$ cat src/rtl/cmd_byte_assembler.sv
// Glue between the UART and the command processor: packs two received bytes into a
// 16-bit command and forwards 1-byte responses to the transmitter with a 1-deep backlog.
module cmd_byte_assembler #(
  parameter int TIMEOUT_CYC = 1_000_000,
  parameter int CNT_W       = 20
) (
  input  logic        clk,
  input  logic        rst_n,
  input  logic        rx_rdy,
  input  logic [7:0]  rx_data,
  output logic        clr_rx_rdy,
  output logic [15:0] cmd,
  output logic        cmd_rdy,
  input  logic        clr_cmd_rdy,
  output logic        ovr_err,
  output logic        to_err,
  input  logic        send_resp,
  input  logic [7:0]  resp,
  output logic        trmt,
  output logic [7:0]  tx_data,
  input  logic        tx_done,
  output logic        resp_sent
);

  localparam logic [CNT_W-1:0] CNT_LAST = CNT_W'(TIMEOUT_CYC - 1);

  typedef enum logic {RX_HIGH, RX_LOW} rx_state_t;
  typedef enum logic {TX_IDLE, TX_BUSY} tx_state_t;

  rx_state_t        rx_state_q, rx_state_d;
  logic [7:0]       hi_byte_q, hi_byte_d;
  logic [15:0]      cmd_q, cmd_d;
  logic             cmd_rdy_q, cmd_rdy_d;
  logic             ovr_err_q, ovr_err_d;
  logic             to_err_q, to_err_d;
  logic [CNT_W-1:0] cnt_q, cnt_d;

  tx_state_t        tx_state_q, tx_state_d;
  logic [7:0]       tx_data_q, tx_data_d;
  logic             trmt_q, trmt_d;
  logic             resp_sent_q, resp_sent_d;
  logic             pend_q, pend_d;
  logic [7:0]       pend_data_q, pend_data_d;

  // Every byte offered is consumed immediately, whichever half of the command it is.
  assign clr_rx_rdy = rx_rdy & rst_n;

  always_comb begin
    rx_state_d = rx_state_q;
    hi_byte_d  = hi_byte_q;
    cmd_d      = cmd_q;
    cmd_rdy_d  = cmd_rdy_q & ~clr_cmd_rdy;
    cnt_d      = cnt_q;
    ovr_err_d  = 1'b0;
    to_err_d   = 1'b0;
    case (rx_state_q)
      RX_HIGH: begin
        if (rx_rdy) begin
          hi_byte_d  = rx_data;
          cmd_rdy_d  = 1'b0;
          cnt_d      = '0;
          rx_state_d = RX_LOW;
        end
      end
      RX_LOW: begin
        if (rx_rdy) begin
          cmd_d      = {hi_byte_q, rx_data};
          cmd_rdy_d  = 1'b1;
          ovr_err_d  = cmd_rdy_q & ~clr_cmd_rdy;
          rx_state_d = RX_HIGH;
        end else if (cnt_q == CNT_LAST) begin
          to_err_d   = 1'b1;
          hi_byte_d  = '0;
          cnt_d      = '0;
          rx_state_d = RX_HIGH;
        end else begin
          cnt_d = cnt_q + 1'b1;
        end
      end
      default: rx_state_d = RX_HIGH;
    endcase
  end

  // A response arriving together with tx_done jumps ahead of (and replaces) any backlog.
  always_comb begin
    tx_state_d  = tx_state_q;
    tx_data_d   = tx_data_q;
    trmt_d      = 1'b0;
    resp_sent_d = 1'b0;
    pend_d      = pend_q;
    pend_data_d = pend_data_q;
    case (tx_state_q)
      TX_IDLE: begin
        if (send_resp) begin
          tx_data_d  = resp;
          trmt_d     = 1'b1;
          tx_state_d = TX_BUSY;
        end
      end
      TX_BUSY: begin
        if (tx_done) begin
          resp_sent_d = 1'b1;
          pend_d      = 1'b0;
          if (send_resp) begin
            tx_data_d = resp;
            trmt_d    = 1'b1;
          end else if (pend_q) begin
            tx_data_d = pend_data_q;
            trmt_d    = 1'b1;
          end else begin
            tx_state_d = TX_IDLE;
          end
        end else if (send_resp) begin
          pend_d      = 1'b1;
          pend_data_d = resp;
        end
      end
      default: tx_state_d = TX_IDLE;
    endcase
  end

  always_ff @(posedge clk) begin
    if (!rst_n) begin
      rx_state_q  <= RX_HIGH;
      hi_byte_q   <= '0;
      cmd_q       <= '0;
      cmd_rdy_q   <= 1'b0;
      ovr_err_q   <= 1'b0;
      to_err_q    <= 1'b0;
      cnt_q       <= '0;
      tx_state_q  <= TX_IDLE;
      tx_data_q   <= '0;
      trmt_q      <= 1'b0;
      resp_sent_q <= 1'b0;
      pend_q      <= 1'b0;
      pend_data_q <= '0;
    end else begin
      rx_state_q  <= rx_state_d;
      hi_byte_q   <= hi_byte_d;
      cmd_q       <= cmd_d;
      cmd_rdy_q   <= cmd_rdy_d;
      ovr_err_q   <= ovr_err_d;
      to_err_q    <= to_err_d;
      cnt_q       <= cnt_d;
      tx_state_q  <= tx_state_d;
      tx_data_q   <= tx_data_d;
      trmt_q      <= trmt_d;
      resp_sent_q <= resp_sent_d;
      pend_q      <= pend_d;
      pend_data_q <= pend_data_d;
    end
  end

  assign cmd       = cmd_q;
  assign cmd_rdy   = cmd_rdy_q;
  assign ovr_err   = ovr_err_q;
  assign to_err    = to_err_q;
  assign trmt      = trmt_q;
  assign tx_data   = tx_data_q;
  assign resp_sent = resp_sent_q;

endmodule

$ cat config.mk
export PLATFORM = sky130hd
export DESIGN_NAME = cmd_byte_assembler
export DESIGN_NICKNAME = d
export VERILOG_FILES = /design/src/rtl/cmd_byte_assembler.sv
export SDC_FILE = /design/constraint.sdc
export NUM_CORES = 1
export LEC_CHECK = 0
export CELL_PAD_IN_SITES_DETAIL_PLACEMENT = 1
export CELL_PAD_IN_SITES_GLOBAL_PLACEMENT = 2
export CORE_ASPECT_RATIO = 0.7
export CORE_MARGIN = 2
export CORE_UTILIZATION = 24
export DETAILED_ROUTE_END_ITERATION = 6
export PLACE_DENSITY = 0.71
export SYNTH_ARGS = -nofsm -noshare
export SYNTH_HDL_FRONTEND = slang
export SYNTH_SLANG_ARGS = --single-unit
$ cat constraint.sdc
create_clock -name clk -period 2.7 [get_ports clk]
set_input_delay 0.81 -clock clk [delete_from_list [all_inputs] [get_ports clk]]
set_output_delay 0.81 -clock clk [all_outputs]
set_load 0.01 [all_outputs]
=== Word-level counts from Yosys, hierarchy flattened ===
Index checks and enable logic that the tools add are counted.

* Register bits after elaboration: 68
* Input bits: 22
* Logic and storage cells: 69

* $add $sub $neg: 1
* Bitwise operators: 7
* Equal/unequal tests: 7
* Mux-type cells: 31
* Reductions and logical operators: 10

{| class="wikitable"
|+ Operator list
! operator !! number
|-
| $mux 20 || 3
|-
| $mux 8 || 7
|-
| $pmux 20 s2 || 1
|-
| $pmux 8 s2 || 2
|-
| $add 20x1->20 const B || 1
|-
| $eq 20x20->1 const B || 1
|-
| $mux 1 || 14
|-
| $reduce_and 3->1 || 4
|-
| $ne 2x2->1 const B || 4
|-
| $pmux 1 s2 || 4
|-
| $reduce_and 2->1 || 4
|-
| $not 1->1 || 5
|-
| $ne 3x2->1 const B || 1
|-
| $reduce_or 3->1 || 1
|-
| $and 1x1->1 || 2
|-
| $ne 2x1->1 const B || 1
|-
| $reduce_bool 2->1 || 1
|}

=== Depth between registers and ports, before layout ===
Gate-level depths: netlist of run 1.

* Depth in word-level cells: 4
* Gate-level depth with buffers: 9
* Depth with buffers taken out: 6

=== Worst setup path before layout of run 1 ===
OpenSTA, ideal clock, no wires.

* Path kind: input -> register
* From: input port rx_rdy
* To: register hi_byte_q[0]
* Data arrival time: 2.321 ns
* Setup slack: 0.309 ns
* Stages on the path: 5
* Library setup time: 0.070 ns
* Cell sequence: ha_1 -> clkbuf_1 -> nor4b_1 -> a22oi_1 -> o21ai_1

* Word-level cells in the longest chain between the ends: 2
* Elaborated cells between the ends (all ways): 3
* Classes of those cells: eq/ne (2); reduce/logical (1)

{| class="wikitable"
|+ Ends and longest elaborated chain
! element !! RTL line !! source
|-
| from (decl) || 9 || <nowiki>input logic rx_rdy,</nowiki>
|-
| $ne 2x2->1 (no source line) || -- ||
|-
| $reduce_and 3->1 (no source line) (*) || -- ||
|-
| to (signal assigned) || 139 || <nowiki>hi_byte_q <= hi_byte_d;</nowiki>
|-
| to (decl) || 31 || <nowiki>logic [7:0] hi_byte_q, hi_byte_d;</nowiki>
|}

Every way passes the cells marked *; elsewhere a longest branch is shown, timed or not.
A chain may end at the register's enable or synchronous reset.

=== Final worst setup path of run 1 ===
* From: input port rx_rdy
* To: output port clr_rx_rdy

* Word-level cells in the longest chain between the ends: 1

{| class="wikitable"
|+ Ends and longest elaborated chain
! element !! RTL line !! source
|-
| $and 1x1->1 || 46 || <nowiki>assign clr_rx_rdy = rx_rdy & rst_n;</nowiki>
|-
| to (decl) || 11 || <nowiki>output logic clr_rx_rdy,</nowiki>
|}

Every way passes these cells.

==> impl_metrics.csv, run 1 <==
group,metric,value,unit
status,status,"completed",
pwr,peak_supply_drop,0.0002851,V
clocking,cts.sink_count,68,
global_route,number_of_antenna_violations_at_the_first_check_in_global_routing,0,
sta,slew_at_the_pin_closest_to_its_max_slew_limit,426.1,ps
sta,final-max-slew-violation-count,0,
critical_path,timing.rr.start,"cnt_q[3]",
clocking,cts_tree,"done",
critical_path,rr_worst_depth,4,
synth,synth.distinct_cells,40,
critical_path,cp_data_required_time,1890,ps
sta,rsz0062_at_grt,"false",
critical_path,data_arrival_time_of_the_critical_path,1700,ps
placement,post-dp-hpwl,5337,um
die,chipWidth,136.5,um
synth,synth_xor_xnor_area_share,3.565,%
clocking,tritoncts_buffer_count,9,
critical_path,worst-path-max-fanout,3,
synth,synth-simple-area-share,20.08,%
drt,wirelength,7596,um
sta,finalHoldViolations,0,
die,initial_core_util,24.88,%
min_path,hold_path_end,"pend_data_q[2]",
global_route,globalRoute.totalOverflow,0,
layout,area.growth.synth_to_final,34.34,%
synth,synthesis.instances,313,
critical_path,timing.critical_path.to_type,"primary output",
synth,synth_area_per_cell,9.418,sq um
sta,clock.fmax,0.3984,GHz
critical_path,rrSetupSlack,570,ps
pwr,p_per_area,615.3,nW/um^2
clocking,clk_root_buffer_cell,"sky130_fd_sc_hd__clkbuf_16",
drt,drt-vias-per-instance,4.627,
synth,ys_async_sr_fraction,0,%
drt,ant_nets,0,
sta,timing.final.crit_period,2510,ps
synth,synth_compound_area_share,15.75,%
synth,seq_area_frac_synth,46.18,%
drt,post-route-drc-count,0,
placement,io_buffers,51,
die,row_count,33,
synth,yosysWarningCount,0,
die,total_die_area,13200,sq um
global_route,globalRouteTotalUtil,12.05,%
synth,synth_nets,338,
layout,num-fill-cells,1367,
critical_path,critPathTopFamily,"buffers and inverters",
critical_path,worst_setup_path_start_kind,"primary input",
layout,insertedDiodeCount,0,
layout,post-route-util,33.42,%
sta,relSlewSlack,71.59,%
placement,placed_area,3672,sq um
critical_path,worstPathCellList,"clkdlybuf4s50_1 -> and2_1 -> dlygate4sd2_1",
clocking,clkSlewWorstSetupHoldPaths,50,ps
clocking,cts.path.max_buffers,2,
synth,main_combinational_cell_family_by_area_after_synthesis,"simple AND/OR/NAND/NOR gates",
global_route,first_pass_grt_wire_length,12480,um
synth,post_synth_instance_area,2948,sq um
min_path,hp-class,"reg -> reg",
min_path,min_path_cells,2,
synth,postSynth.topFlopCell,"sky130_fd_sc_hd__dfxtp_1",
synth,synth.area.mux_share,8.149,%
sta,finalSetupViolations,0,
critical_path,worstPathBufferInverterCount,2,
critical_path,crit_slowest_cell,"sky130_fd_sc_hd__clkdlybuf4s50_1",
drt,drt_iter0_drc,81,
die,ios,52,
die,die_h,96.73,um
pwr,p_leak,1.457,nW
critical_path,critical_path.reg2reg.endpoint,"cnt_q[18]",
critical_path,timing.setup.critical_path_class,"in -> out",
global_route,largest_net_degree_at_the_start_of_global_routing,46,
synth,synth_edf_count,0,
clocking,cts_htree_levels,3,
pwr,finalPower,2.437,mW
die,placeableCoreArea,11850,sq um
drt,first_pass_iters,4,
min_path,hold_path_startpoint,"pend_data_q[2]",
sta,timing.clock.skew,7.632,ps
critical_path,slowest_delay,500,ps
layout,drive_above_1_share,9.358,%
placement,place_congestion,0.7213,
clocking,worstSkewPairLatency,340,ps
flow_run,max_cap_violations,0,
layout,final_design_area_no_fill,3960,sq um
sta,share_of_the_clock_period_used_by_the_worst_path,92.96,%
synth,synth_seq_cells,68,
synth,arithmetic_cell_share_of_the_synthesized_area_counting_full_adders_half_adders_and_majority_gates,1.273,%
global_route,via_count_of_the_first_global_routing_pass,2466,
drt,post_drt_wl_per_cell,14.31,um
drt,via_count,2457,
layout,fin_nets,395,
-- cell usage after synthesis, types with 3 or more instances --
master                     count  area (sq um)
sky130_fd_sc_hd__a21boi_0     11         82.58
sky130_fd_sc_hd__a21oi_1      17         85.08
sky130_fd_sc_hd__a22oi_1      13         97.59
sky130_fd_sc_hd__and3_1        3         18.77
sky130_fd_sc_hd__clkbuf_1     15         56.30
sky130_fd_sc_hd__dfxtp_1      68          1361
sky130_fd_sc_hd__ha_1          3         37.54
sky130_fd_sc_hd__inv_1        14         52.55
sky130_fd_sc_hd__mux2i_1      24         240.2
sky130_fd_sc_hd__nand2_1      26         97.59
sky130_fd_sc_hd__nand2b_1      4         25.02
sky130_fd_sc_hd__nand3_1      13         65.06
sky130_fd_sc_hd__nand4_1       3         18.77
sky130_fd_sc_hd__nor2_1        5         18.77
sky130_fd_sc_hd__nor2b_1      21         131.4
sky130_fd_sc_hd__nor3_1        3         15.01
sky130_fd_sc_hd__nor3b_1       3         22.52
sky130_fd_sc_hd__nor4_1        5         31.28
sky130_fd_sc_hd__nor4b_1       3         26.28
sky130_fd_sc_hd__o211a_1       8         80.08
sky130_fd_sc_hd__o21ai_0       4         20.02
sky130_fd_sc_hd__o21ai_1       8         40.04
sky130_fd_sc_hd__o31ai_1       3         22.52
sky130_fd_sc_hd__or3_1         4         25.02
sky130_fd_sc_hd__or4_1         4         30.03
sky130_fd_sc_hd__xnor2_1       8         70.07
sky130_fd_sc_hd__xor2_1        4         35.03
-- registers in the layout (all words and copies together), names as in the netlist --
| signal | cells |
|---|---|
| cmd | 16 |
| tx_state_q | 1 |
| to_err | 1 |
| ovr_err | 1 |
| pend_data_q | 8 |
| hi_byte_q | 8 |
| cmd_rdy | 1 |
| rx_state_q | 1 |
| cnt_q | 20 |
| tx_data | 8 |
| resp_sent | 1 |
| trmt | 1 |
| pend_q | 1 |
-- tightest hold or removal path: stages, from the launching register on --
cell and delay [ps]:
sky130_fd_sc_hd__dfxtp_1 310, sky130_fd_sc_hd__nand2_1 50, sky130_fd_sc_hd__a21boi_0 70
-- report_power, final --
group          leakage (nW)  internal, mW  switching (mW)  total (mW)
clock                 0.145         0.715           0.419        1.13
sequential            0.553          1.04          0.0243        1.07
combinational         0.759         0.124           0.112       0.236
-- stage by stage --
stage                     hold slack [ps]  setup TNS, ps  cells  worst slack, ps
after floorplan                     442.8              0    313            309.2
after global placement              451.7         -82.12    516           -82.12
after detailed placement            465.3         -205.8    516           -86.44
after CTS                           473.2              0    531            184.6
after global routing                494.0              0    531            109.9
final                               468.2              0    531            190.0
-- what timing repair did --
| action | 4_1_cts | 5_1_grt |
|---|---|---|
| setup endpoints to repair | 1 | 0 |
| setup buffers | 0 | 0 |
| hold buffers | 0 | 0 |
| resized for setup | 1 | 0 |
-- final cells by class --
type,instances,area [sq um],share of cell area (%)
inverter,14,52.55,1.327
clock buffer,14,284.0,7.172
tap,157,196.4,4.960
clock inverter,1,5.005,0.1264
sequential,68,1361,34.38
timing repair buffer,66,621.8,15.70
multi-input combinational,211,1439,36.33
-- worst max path at each step --
| stage | start | endpoint | slack [ps] | cells after the start |
|---|---|---|---|---|
| 2_1_floorplan | rx_rdy | hi_byte_q[0] | 310 | 5 |
| 3_3_place_gp | rx_rdy | clr_rx_rdy | -80 | 3 |
| 3_5_place_dp | rx_rdy | clr_rx_rdy | -90 | 3 |
| 4_1_cts | rx_rdy | clr_rx_rdy | 180 | 3 |
| 5_1_grt | rx_rdy | cnt_q[14] | 110 | 7 |
| 6_report | rx_rdy | clr_rx_rdy | 190 | 3 |
-- routing by layer --
metal / vias to the layer above / GRT usage, % / wire length [um]
met5: - / 0 / 0
met1: 1187 / 16.66 / 3870
met4: 0 / 3.365 / 82
met2: 38 / 17.62 / 3300
li1: 1221 / - / -
met3: 11 / 4.298 / 341
-- logic make-up (layout without fill, tap and decap cells) --
logic type,after synthesis,after routing
AO/OA/AOI/OAI,68,68
XOR/XNOR,12,12
adder cells (fa/ha/maj),3,3
buffers and inverters,34,95
flip-flops,68,68
multiplexers,24,24
AND/OR/NAND/NOR,104,104
-- placed cells by master (no fill, tap or decap), types with 9 or more instances in the layout --
| cell | synthesis | routed |
|---|---|---|
| sky130_fd_sc_hd__nand3_1 | 13 | 13 |
| sky130_fd_sc_hd__dfxtp_1 | 68 | 68 |
| sky130_fd_sc_hd__nor2b_1 | 21 | 21 |
| sky130_fd_sc_hd__buf_4 | 0 | 15 |
| sky130_fd_sc_hd__a21boi_0 | 11 | 11 |
| sky130_fd_sc_hd__nand2_1 | 26 | 26 |
| sky130_fd_sc_hd__a22oi_1 | 13 | 13 |
| sky130_fd_sc_hd__clkdlybuf4s50_1 | 0 | 50 |
| sky130_fd_sc_hd__clkbuf_16 | 0 | 9 |
| sky130_fd_sc_hd__inv_1 | 14 | 14 |
| sky130_fd_sc_hd__mux2i_1 | 24 | 24 |
| sky130_fd_sc_hd__a21oi_1 | 17 | 17 |
Note: power is estimated with default switching activity, not from simulation.
==> run 2: changes to the inputs <==
Settings changed: REMOVE_ABC_BUFFERS set to 1.
==> run 2 against run 1 <==
Sequential power about the same. Hold slack worse by 5.4 ps. Worst setup slack worse by 7.2 ps. First-iteration DRC count down 20%. Via count down 0.12%. Critical path type unchanged. Clock skew down 0.65 ps. Critical path depth unchanged. Global-route usage up 0.19 points. Combinational power up 2%. Register-to-register slack about the same.
==> impl_metrics.csv, run 2 (synthesis results as in run 1) <==
group,metric,value,unit
drt,wirelength,7648,um
clocking,clk_root_buffer_cell,"sky130_fd_sc_hd__clkbuf_16",
layout,layout.cells.most_common,"sky130_fd_sc_hd__dfxtp_1",
clocking,cts_htree_levels,3,
layout,final_cells,534,
sta,share_of_the_clock_period_used_by_the_worst_path,93.23,%
clocking,cts.sink_count,68,
critical_path,timing.setup.critical_path_class,"in -> out",
clocking,tritoncts_buffer_count,9,
layout,post-route-util,33.84,%
die,row_count,33,
drt,drt-vias-per-instance,4.596,
die,placeableCoreArea,11850,sq um
drt,ant_nets,0,
global_route,first_pass_grt_wire_length,12670,um
status,status,"completed",
sta,whs,462.8,ps
placement,pre_cts_ws,-90.33,ps
placement,io_buffers,51,
die,die_h,96.73,um
clocking,cts_tree,"done",
clocking,clkSlewWorstSetupHoldPaths,50,ps
critical_path,worst-path-max-fanout,3,
critical_path,timing.critical_path.to_type,"primary output",
global_route,globalRouteTotalUtil,12.24,%
layout,num-fill-cells,1353,
layout,drive_above_1_share,10.34,%
sta,slew_at_the_pin_closest_to_its_max_slew_limit,446.5,ps
die,chipWidth,136.5,um
global_route,via_count_of_the_first_global_routing_pass,2438,
sta,relSlewSlack,69.82,%
pwr,finalPower,2.578,mW
flow_run,max_cap_violations,0,
sta,rsz0062_at_grt,"false",
pwr,p_leak,1.477,nW
sta,timing.final.crit_period,2517,ps
clocking,worstSkewPairLatency,330,ps
pwr,swShare,23.22,%
layout,layout_common_cells,"sky130_fd_sc_hd__dfxtp_1 (68), sky130_fd_sc_hd__clkdlybuf4s50_1 (50), sky130_fd_sc_hd__nand2_1 (26)",
pwr,sequentialPowerShare,41.3,%
layout,largest-register,"cnt_q",
sta,timing.clock.skew,6.986,ps
drt,post-route-drc-count,0,
drt,drt_iter0_drc,65,
layout,largest_register_ff_count,20,
global_route,number_of_antenna_violations_at_the_first_check_in_global_routing,0,
pwr,clock_power_share,49.3,%
drt,first_pass_iters,4,
sta,setup-tns-final,0,ps
drt,via_count,2454,
pwr,switchingPower,598.8,uW
sta,final-max-slew-violation-count,0,
placement,numPlacedInstances,518,
clocking,post_cts_buffers,0,
critical_path,data_arrival_time_of_the_critical_path,1710,ps
pwr,peak_supply_drop,0.0002985,V
placement,placed_area,3687,sq um
pwr,internal-power,1.980,mW
clocking,holdBufCountCts,0,
critical_path,cp_data_required_time,1890,ps
layout,area.growth.synth_to_final,36.04,%
clocking,cts.path.max_buffers,2,
sta,finalHoldViolations,0,
clocking,ctsResizeCount,1,
global_route,largest_net_degree_at_the_start_of_global_routing,46,
placement,post-dp-hpwl,5295,um
sta,worst_case_setup_margin_in_the_final_layout,182.8,ps
drt,post_drt_wl_per_cell,14.32,um
sta,clock.fmax,0.3973,GHz
layout,insertedDiodeCount,0,
die,ios,52,
die,total_die_area,13200,sq um
die,initial_core_util,24.88,%
placement,place_congestion,0.6978,
sta,finalSetupViolations,0,
layout,fin_nets,397,
global_route,globalRoute.totalOverflow,0,
pwr,combinationalPowerShare,9.3,%
min_path,hp-class,"reg -> reg",
critical_path,worst_setup_path_start_kind,"primary input",
pwr,p_per_area,643.0,nW/um^2
layout,final_design_area_no_fill,4010,sq um
==> run 2: changes by cell type in the layout (fill, tap and decap cells not counted), sizes merged <==
cell | previous run | this run
clkbuf | 14 | 9
clkinv | 1 | 3
buf | 15 | 17
clkinvlp | 0 | 1
inv | 14 | 15
bufinv | 0 | 2
==> run 2: worst max-delay path, stage by stage <==
cell	delay [ps]
sky130_fd_sc_hd__clkdlybuf4s50_1	510
sky130_fd_sc_hd__and2_1	130
sky130_fd_sc_hd__dlygate4sd2_1	260
==> run 2: layout make-up <==
cell class,instances,area [sq um],share of cell area (%)
clock inverter,7,98.84,2.465
sequential,68,1361,33.95
inverter,14,52.55,1.310
multi-input combinational,211,1439,35.88
clock buffer,9,225.2,5.616
timing repair buffer,68,636.9,15.88
tap,157,196.4,4.899
==> run 2: final timing paths <==
kind                                startpoint              to  slack [ps]  depth (start not counted)
worst min register to register  pend_data_q[1]  pend_data_q[1]         460                          2
worst max-delay path                    rx_rdy      clr_rx_rdy         180                          3
worst min-delay path            pend_data_q[1]  pend_data_q[1]         460                          2
worst max register to register        cnt_q[6]       cnt_q[18]         570                          4
==> run 2: power by group through the flow <==
stage               Combinational, mW  Sequential [mW]  Clock (mW)
CTS                             0.244             1.07        1.32
detailed placement              0.244             1.09           0
finish                          0.240             1.07        1.27
floorplan                       0.100             1.09           0
global placement                0.238             1.09           0
global route                    0.266             1.07        1.36
==> run 2: metal layers <==
layer | share of wire [%] | wire length, um | GRT usage [%] | vias to the layer above
li1 | - | - | - | 1226
met1 | 53 | 4020 | 17.27 | 1169
met2 | 40 | 3091 | 16.77 | 50
met3 | 5.6 | 428 | 4.560 | 9
met4 | 1.4 | 108 | 4.567 | 0
met5 | 0 | 0 | 0 | -
==> run 3: changes to the inputs <==
Settings changed: ABC_CLOCK_PERIOD_IN_PS set to 2700.
==> results of run 3 <==
The final DEF is identical to that of run 2; final timing and power are the same.
